File: src/rtl/conv_ctrl_pkg.sv
// Shared types and constants for the 3x3 convolution frame sequencer.
package conv_ctrl_pkg;
  localparam int KSIZE      = 3;
  localparam int PRIME_ROWS = KSIZE - 1;

  typedef enum logic [1:0] {IDLE, PRIME, ACTIVE, DONE} state_t;

  typedef enum logic [1:0] {
    MODE_SOBEL_X = 2'd0,
    MODE_SOBEL_Y = 2'd1,
    MODE_SMOOTH  = 2'd2,
    MODE_PASS    = 2'd3
  } mode_t;
endpackage

File: src/rtl/conv_frame_ctrl_pos.sv
// Column/row position counter with line and frame wrap.
module pixel_pos_counter #(
  parameter int W  = 640,
  parameter int H  = 480,
  parameter int CW = $clog2(W),
  parameter int RW = $clog2(H)
) (
  input  logic          clk_i,
  input  logic          rst_i,
  input  logic          clr_i,
  input  logic          inc_i,
  output logic [CW-1:0] col_o,
  output logic [RW-1:0] row_o,
  output logic          last_col_o,
  output logic          last_pix_o
);
  localparam logic [CW-1:0] COL_MAX = CW'(W - 1);
  localparam logic [RW-1:0] ROW_MAX = RW'(H - 1);

  logic [CW-1:0] col_q, col_d;
  logic [RW-1:0] row_q, row_d;
  logic          last_col, last_row;

  assign last_col = (col_q == COL_MAX);
  assign last_row = (row_q == ROW_MAX);

  // A clear that coincides with an increment has consumed pixel (0,0).
  always_comb begin
    col_d = col_q;
    row_d = row_q;
    if (clr_i) begin
      col_d = inc_i ? CW'(1) : '0;
      row_d = '0;
    end else if (inc_i) begin
      if (last_col) begin
        col_d = '0;
        row_d = last_row ? '0 : row_q + RW'(1);
      end else begin
        col_d = col_q + CW'(1);
      end
    end
  end

  always_ff @(posedge clk_i or posedge rst_i) begin
    if (rst_i) begin
      col_q <= '0;
      row_q <= '0;
    end else begin
      col_q <= col_d;
      row_q <= row_d;
    end
  end

  assign col_o      = col_q;
  assign row_o      = row_q;
  assign last_col_o = last_col;
  assign last_pix_o = last_col & last_row;
endmodule

File: src/rtl/conv_frame_ctrl.sv
// Frame sequencer for the 3x3 streaming convolution: pixel accept, position,
// window-valid flagging, per-frame kernel mode and frame completion.
module conv_frame_ctrl
  import conv_ctrl_pkg::*;
#(
  parameter int IMG_W = 640,
  parameter int IMG_H = 480,
  parameter int CW    = $clog2(IMG_W),
  parameter int RW    = $clog2(IMG_H)
) (
  input  logic          iCLK,
  input  logic          iRST,
  input  logic          iSTART,
  input  logic [1:0]    iMODE,
  input  logic          iDVAL,
  output logic          oLB_EN,
  output logic [1:0]    oMODE,
  output logic          oOUT_VLD,
  output logic          oWIN_VLD,
  output logic [CW-1:0] oCOL,
  output logic [RW-1:0] oROW,
  output logic          oBUSY,
  output logic          oFRAME_DONE,
  output logic          oERR
);
  state_t        state_q, state_d;
  mode_t         mode_q;
  logic          busy, accept, err_q, err_d;
  logic          out_vld_q, win_q;
  logic [CW-1:0] col_q, pos_col, pix_col;
  logic [RW-1:0] row_q, pos_row, pix_row;
  logic          last_col, last_pix, pix_last, prime_end, win_hit;

  assign busy   = (state_q == PRIME) || (state_q == ACTIVE);
  assign accept = iDVAL & (busy | iSTART);

  pixel_pos_counter #(.W(IMG_W), .H(IMG_H), .CW(CW), .RW(RW)) u_pos (
    .clk_i      (iCLK),
    .rst_i      (iRST),
    .clr_i      (iSTART),
    .inc_i      (accept),
    .col_o      (pos_col),
    .row_o      (pos_row),
    .last_col_o (last_col),
    .last_pix_o (last_pix)
  );

  // A start pixel is always (0,0), whatever the counter currently holds.
  assign pix_col   = iSTART ? '0 : pos_col;
  assign pix_row   = iSTART ? '0 : pos_row;
  assign pix_last  = ~iSTART & last_pix;
  assign prime_end = ~iSTART & last_col & (pos_row == RW'(PRIME_ROWS - 1));
  assign win_hit   = (pix_row >= RW'(PRIME_ROWS)) && (pix_col >= CW'(KSIZE - 1));

  always_comb begin
    state_d = state_q;
    err_d   = err_q;
    if (iSTART)             err_d = 1'b0;
    else if (iDVAL && !busy) err_d = 1'b1;
    case (state_q)
      IDLE:    if (iSTART) state_d = PRIME;
      PRIME:   if (iSTART) state_d = PRIME;
               else if (accept && prime_end) state_d = ACTIVE;
      ACTIVE:  if (iSTART) state_d = PRIME;
               else if (accept && pix_last) state_d = DONE;
      DONE:    state_d = iSTART ? PRIME : IDLE;
      default: state_d = IDLE;
    endcase
  end

  always_ff @(posedge iCLK or posedge iRST) begin
    if (iRST) begin
      state_q   <= IDLE;
      mode_q    <= MODE_SOBEL_X;
      err_q     <= 1'b0;
      out_vld_q <= 1'b0;
      win_q     <= 1'b0;
      col_q     <= '0;
      row_q     <= '0;
    end else begin
      state_q   <= state_d;
      err_q     <= err_d;
      out_vld_q <= accept;
      win_q     <= accept & win_hit;
      if (iSTART) mode_q <= mode_t'(iMODE);
      if (accept) begin
        col_q <= pix_col;
        row_q <= pix_row;
      end
    end
  end

  assign oLB_EN      = accept;
  assign oMODE       = mode_q;
  assign oOUT_VLD    = out_vld_q;
  assign oWIN_VLD    = win_q;
  assign oCOL        = col_q;
  assign oROW        = row_q;
  assign oBUSY       = busy;
  assign oFRAME_DONE = (state_q == DONE);
  assign oERR        = err_q;
endmodule

File: config.mk
export PLATFORM = sky130hd
export DESIGN_NAME = conv_frame_ctrl
export DESIGN_NICKNAME = d
export VERILOG_FILES = /design/src/rtl/conv_ctrl_pkg.sv /design/src/rtl/conv_frame_ctrl_pos.sv /design/src/rtl/conv_frame_ctrl.sv
export SDC_FILE = /design/constraint.sdc
export NUM_CORES = 1
export LEC_CHECK = 0
export CORE_MARGIN = 3
export CORE_UTILIZATION = 57
export CTS_BUF_LIST = sky130_fd_sc_hd__clkbuf_16
export CTS_CLUSTER_SIZE = 10
export DETAILED_ROUTE_END_ITERATION = 16
export GPL_TIMING_DRIVEN = 0
export PLACE_DENSITY = 0.84
export SLEW_MARGIN = 20
export SYNTH_ARGS = -nofsm -noshare
export SYNTH_HDL_FRONTEND = slang
export SYNTH_SLANG_ARGS = --single-unit
export TNS_END_PERCENT = 20
File: constraint.sdc
create_clock -name iCLK -period 6.5 [get_ports iCLK]
set_input_delay 1.3 -clock iCLK [delete_from_list [all_inputs] [get_ports iCLK]]
set_output_delay 1.3 -clock iCLK [all_outputs]
set_load 0.01 [all_outputs]
# [After elaboration in Yosys (flattened, before gate mapping)]
# Index checks and enable logic that the tools add are counted.
[word_totals] reg_bits=45 input_bits=6
[classes] add_sub_neg=2 bitwise=8 n_mux=19 n_eq_ne=9 reduce_logical=12 magnitude_cmp=2
[op_table] cell="two-way mux 9 bit" count=5
[op_table] cell="two-way mux 10 bit" count=4
[op_table] cell="adder 10 x 1 -> 10 bit, second input constant" count=1
[op_table] cell="equality test 10 bit, second input constant" count=1
[op_table] cell=">= comparator 10 x 2 -> 1 bit, second input constant" count=1
[op_table] cell="two-way mux 2 bit" count=5
[op_table] cell="adder 9 x 1 -> 9 bit, second input constant" count=1
[op_table] cell="equality test 9 x 1 -> 1 bit, second input constant" count=1
[op_table] cell="equality test 9 bit, second input constant" count=1
[op_table] cell=">= comparator 9 x 2 -> 1 bit, second input constant" count=1
[op_table] cell="case mux 2 bit (4 select lines)" count=1
[op_table] cell="bitwise AND 1 bit" count=6
[op_table] cell="!= test 3 x 2 -> 1 bit, second input constant" count=2
[op_table] cell="nonzero test 2 bit" count=3
[op_table] cell="equality test 2 bit, second input constant" count=2
[op_table] cell="logical AND 1 bit" count=4
[op_table] cell="two-way mux 1 bit" count=4
[op_table] cell="AND reduction 3 bit" count=1
[op_table] cell="equality test 2 x 1 -> 1 bit, second input constant" count=1
[op_table] cell="logical NOT 2 bit" count=1
[op_table] cell="!= test 2 bit, second input constant" count=1
[op_table] cell="AND reduction 2 bit" count=1
[op_table] cell="logical NOT 1 bit" count=1
[op_table] cell="logical OR 1 bit" count=1
[op_table] cell="other kinds (2)" count=2

# [Depth between registers and ports, before layout]
[depth] ltp_word=8 ltp_mapped=9

# [Modules after synthesis]
# A second synthesis with hierarchy kept.
[hier_totals] cells_unflattened=247 area_unflattened_um2=2357.3
[modules_own_cells] module="conv_frame_ctrl" cells_each=133 n_inst=1 area_each_um2=1263.7
[modules_own_cells] module="pixel_pos_counter" cells_each=114 n_inst=1 area_each_um2=1093.5

# [Worst setup path after synthesis]
# OpenSTA, ideal clock, no wires.
[synth_timing] path_kind="input -> output" startpoint="in iSTART" endpoint="out oLB_EN" arrival_time_ns=1.637 path_slack_ns=3.563 t_required_ns=5.200 path_stages=2 path_cell_list="o21ai_2 -> inv_1"
[synth_between] elab_chain_len=2
[synth_lines] element="start, declared" line_no="conv_frame_ctrl.sv:13" text="input logic iSTART,"
[synth_lines] element="bitwise OR 1 bit" line_no="conv_frame_ctrl.sv:35" text="assign accept = iDVAL & (busy | iSTART);"
[synth_lines] element="bitwise AND 1 bit" line_no="conv_frame_ctrl.sv:35"
[synth_lines] element="end, declared" line_no="conv_frame_ctrl.sv:16" text="output logic oLB_EN,"
# Every way passes these cells.

# [Final worst setup path]
[layout_timing] startpoint="in iDVAL" endpoint="out oLB_EN"
[layout_between] elab_chain_len=1
[layout_lines] element="start, declared" line_no="conv_frame_ctrl.sv:15" text="input logic iDVAL,"
[layout_lines] element="bitwise AND 1 bit" line_no="conv_frame_ctrl.sv:35"
# Every way passes these cells.

==> results.json <==
{
  "io_buffer_count": 32,
  "wirelength_mm": 5.30,
  "number_of_distinct_library_cells_after_synthesis": 39,
  "critPathLaunchType": "input port",
  "placementRows": 21,
  "drive_gt1_share_pct": 7.06,
  "track_usage_pct": 25.7,
  "postCtsSetupBuffers": 0,
  "timing.final.hold_violations": 0,
  "tightestPinTransition_ns": 0.678,
  "busiest_layer": "met2",
  "cts-buffers-inserted": 5,
  "io_pins": 33,
  "design.die.area_sq_um": 4610,
  "multi_input_area_sq_um": 976,
  "vias_per_cell": 5.95,
  "vias_in_the_first_global_route": 1831,
  "hold_endpoint": "oCOL[6]",
  "final.fill_count": 243,
  "run_status": "finished, final reports clean",
  "drt_first_pass_iters": 4,
  "final-setup-viol-count": 0,
  "design_power_total_w": 0.000787,
  "rrSetupSlack_ns": 3.96,
  "required_time_of_the_critical_path_ns": 5.20,
  "grt_first_pass_wirelength_mm": 8.64,
  "power_density_nw_per_um2": 286,
  "setup_repair_after_global_routing_missed_its_margin": "no",
  "first_iter_violations": 167,
  "groute.layer.met3.usage_pct": 5.58,
  "mean_routed_wirelength_per_cell_microns": 16.8,
  "post-route-min-period_ns": 4.08,
  "num_vias": 1875,
  "syn-num-nets": 241,
  "core_area_sq_um": 3520,
  "worstReg2RegEnd": "state_q[0]",
  "critPathArrivalTime_ns": 2.78,
  "clock-root-buffer": "sky130_fd_sc_hd__clkbuf_16",
  "post_cts_hold_buffer_count": 0,
  "netlist_instances": 228,
  "clock-sinks": 45,
  "synth.yosys.seq_area_share_pct": 51.5,
  "die_w_microns": 67.9,
  "global_route.usage.met1_pct": 32.7,
  "gp_routability_congestion": 0.901,
  "worst_hold_path_type": "reg -> reg",
  "cts.reportedPaths.clkPinSlew_ns": 0.06,
  "drt.antenna.violating_nets": 0,
  "area.growth.synth_to_final_pct": 25.8,
  "antenna_found_initial": 0,
  "synthesis.yosys.warnings": 0,
  "initial_cell_density_of_the_core_pct": 62.1,
  "min_delay_path_depth": 2,
  "fin_crit_sh_pct": 62.7,
  "fmaxAchievable_mhz": 245,
  "cts_buffer_depth": 2,
  "final.setup.tns_ns": 0,
  "synth_area_sq_um": 2190,
  "worst_hold_startpoint": "oCOL[6]",
  "timing.max_slew.rel_slack_pct": 53.6,
  "drc": 0,
  "grt-ovfl-total": 0,
  "worst_case_vdd_ir_drop_mv": 0.220,
  "cellLeakagePower_nw": 1.21,
  "critical_path.reg2reg.startpoint": "state_q[0]",
  "final-seq-area_sq_um": 1130,
  "cts_tree": "built",
  "worstSetupPathType": "in -> out",
  "pin_count_of_the_biggest_net_entering_global_routing": 32,
  "finish.net_count": 281,
  "htree_num_levels": 2,
  "worst_r2r_path_depth": 9,
  "dp_hpwl_mm": 3.68,
  "final.setup_skew_ns": 0.00319,
  "count_of_max_cap_constraint_violations": 0,
  "grt.met2_usage_pct": 42.6,
  "die_h_microns": 67.9,
  "timing.critical_path.to_type": "output pin",
  "critPathMaxFanout": 7,
  "post_cts.resized_instances": 0,
  "clk-insertion-delay-late_ns": 0.29,
  "insertedDiodeCount": 0,
  "synth_seq_cells": 45,
  "final_max_slew_viol_count": 0,
  "postSynthAreaPerCell_sq_um": 9.59
}
[how the worst max path moves through the flow]
stage | startpoint | end | slack, ns | cells past startpoint
final | iDVAL | oLB_EN | 2.42 | 4
after global routing | iSTART | oLB_EN | 2.34 | 4
after CTS | iDVAL | oLB_EN | 2.44 | 4
after detailed placement | iDVAL | oLB_EN | 2.45 | 4
after global placement | iDVAL | oLB_EN | 2.47 | 4
after floorplan | iSTART | oLB_EN | 3.56 | 2
[power breakdown]
| group | switching, W | internal (W) | total [W] |
|---|---|---|---|
| Sequential | 0.0000189 | 0.000300 | 0.000319 |
| Clock | 0.000105 | 0.000180 | 0.000285 |
| Combinational | 0.000107 | 0.0000765 | 0.000183 |
| Total | 0.000231 | 0.000556 | 0.000787 |
[Yosys cell counts]
library cell | n | area, sq um
sky130_fd_sc_hd__a2111o_1 | 1 | 11.3
sky130_fd_sc_hd__a2111oi_0 | 1 | 8.76
sky130_fd_sc_hd__a211oi_1 | 2 | 15.0
sky130_fd_sc_hd__a21oi_1 | 4 | 20.0
sky130_fd_sc_hd__a311oi_2 | 1 | 15.0
sky130_fd_sc_hd__a31oi_1 | 1 | 6.26
sky130_fd_sc_hd__a32o_1 | 1 | 10.0
sky130_fd_sc_hd__a41o_1 | 1 | 10.0
sky130_fd_sc_hd__a41oi_1 | 1 | 8.76
sky130_fd_sc_hd__and2_1 | 1 | 6.26
sky130_fd_sc_hd__and3_1 | 4 | 25.0
sky130_fd_sc_hd__and3_2 | 1 | 7.51
sky130_fd_sc_hd__and4_1 | 2 | 17.5
sky130_fd_sc_hd__buf_2 | 1 | 5.00
sky130_fd_sc_hd__buf_4 | 1 | 7.51
sky130_fd_sc_hd__buf_6 | 1 | 11.3
sky130_fd_sc_hd__clkbuf_1 | 8 | 30.0
sky130_fd_sc_hd__dfrtp_1 | 45 | 1130
sky130_fd_sc_hd__ha_1 | 7 | 87.6
sky130_fd_sc_hd__inv_1 | 8 | 30.0
sky130_fd_sc_hd__mux2_2 | 2 | 22.5
sky130_fd_sc_hd__mux2i_1 | 3 | 30.0
sky130_fd_sc_hd__nand2_1 | 49 | 184
sky130_fd_sc_hd__nand3_1 | 6 | 30.0
sky130_fd_sc_hd__nand4_1 | 8 | 50.1
sky130_fd_sc_hd__nor2_1 | 21 | 78.8
sky130_fd_sc_hd__nor2b_1 | 1 | 6.26
sky130_fd_sc_hd__nor3b_1 | 2 | 15.0
sky130_fd_sc_hd__nor4_1 | 3 | 18.8
sky130_fd_sc_hd__nor4_4 | 1 | 21.3
sky130_fd_sc_hd__o21ai_0 | 21 | 105
sky130_fd_sc_hd__o21ai_2 | 1 | 8.76
sky130_fd_sc_hd__o311a_1 | 1 | 10.0
sky130_fd_sc_hd__o31ai_1 | 2 | 15.0
sky130_fd_sc_hd__o41ai_1 | 1 | 8.76
sky130_fd_sc_hd__or3_1 | 1 | 6.26
sky130_fd_sc_hd__or4_4 | 1 | 11.3
sky130_fd_sc_hd__xnor2_1 | 1 | 8.76
sky130_fd_sc_hd__xor2_1 | 11 | 96.3
[layout make-up]
type | instances | area share (%)
buffer | 11 | 1.96
clock inverter | 3 | 1.50
tap | 46 | 2.09
inverter | 8 | 1.09
timing repair buffer | 33 | 12.4
multi-input combinational | 164 | 35.5
clock buffer | 5 | 4.55
sequential | 45 | 40.9
[worst max-delay path: stages]
cell                              delay, ns
sky130_fd_sc_hd__clkdlybuf4s50_1       0.57
sky130_fd_sc_hd__o21ai_2               0.14
sky130_fd_sc_hd__inv_1                 0.19
sky130_fd_sc_hd__clkdlybuf4s50_1       0.57
[cell families (layout without fill, tap and decap cells)]
logic type	Yosys count	count (layout)	synth area share, %
compound gates	39	39	11.6
flops	45	45	51.5
buf+inv	19	60	3.84
fa+ha+maj	7	7	4.01
xor+xnor	12	12	4.81
mux	5	5	2.40
simple gates	101	101	21.9
[placed cells by master (no fill, tap or decap), types with 5 or more instances in the layout]
cell type and n:
sky130_fd_sc_hd__nand4_1 8, sky130_fd_sc_hd__clkbuf_1 8, sky130_fd_sc_hd__o21ai_0 21, sky130_fd_sc_hd__nor2_1 21, sky130_fd_sc_hd__inv_1 7, sky130_fd_sc_hd__ha_1 7, sky130_fd_sc_hd__xor2_1 11, sky130_fd_sc_hd__nand2_1 49
sky130_fd_sc_hd__clkdlybuf4s50_1 32, sky130_fd_sc_hd__dfrtp_1 45, sky130_fd_sc_hd__clkbuf_16 5, sky130_fd_sc_hd__nand3_1 6
[state kept, by name (all words and copies together) (netlist names)]
register and flops:
oCOL 10, oERR 1, oMODE 2, oOUT_VLD 1, oROW 9, oWIN_VLD 1
state_q 2, u_pos.col_o 10, u_pos.row_o 9
[routing by layer]
metal / wire [microns] / share of wire (%) / up-vias
li1: - / - / 872
met1: 2230 / 42 / 900
met2: 2530 / 48 / 91
met3: 411 / 7.8 / 12
met4: 122 / 2.3 / 0
met5: 0 / 0 / -
[metrics by stage]
stage | hold slack [ns] | std cells | setup WS (ns) | util (%) | instance area (sq um)
floorplan | 0.481 | 228 | 3.56 | - | 2190
global placement | 0.462 | 306 | 2.47 | 72.8 | 2560
detailed placement | 0.474 | 307 | 2.45 | 73.4 | 2580
CTS | 0.487 | 315 | 2.44 | 78.1 | 2750
global route | 0.512 | 315 | 2.34 | 78.1 | 2750
finish | 0.480 | 315 | 2.42 | 78.1 | 2750
No activity file was read; power rests on OpenSTA's default activity.
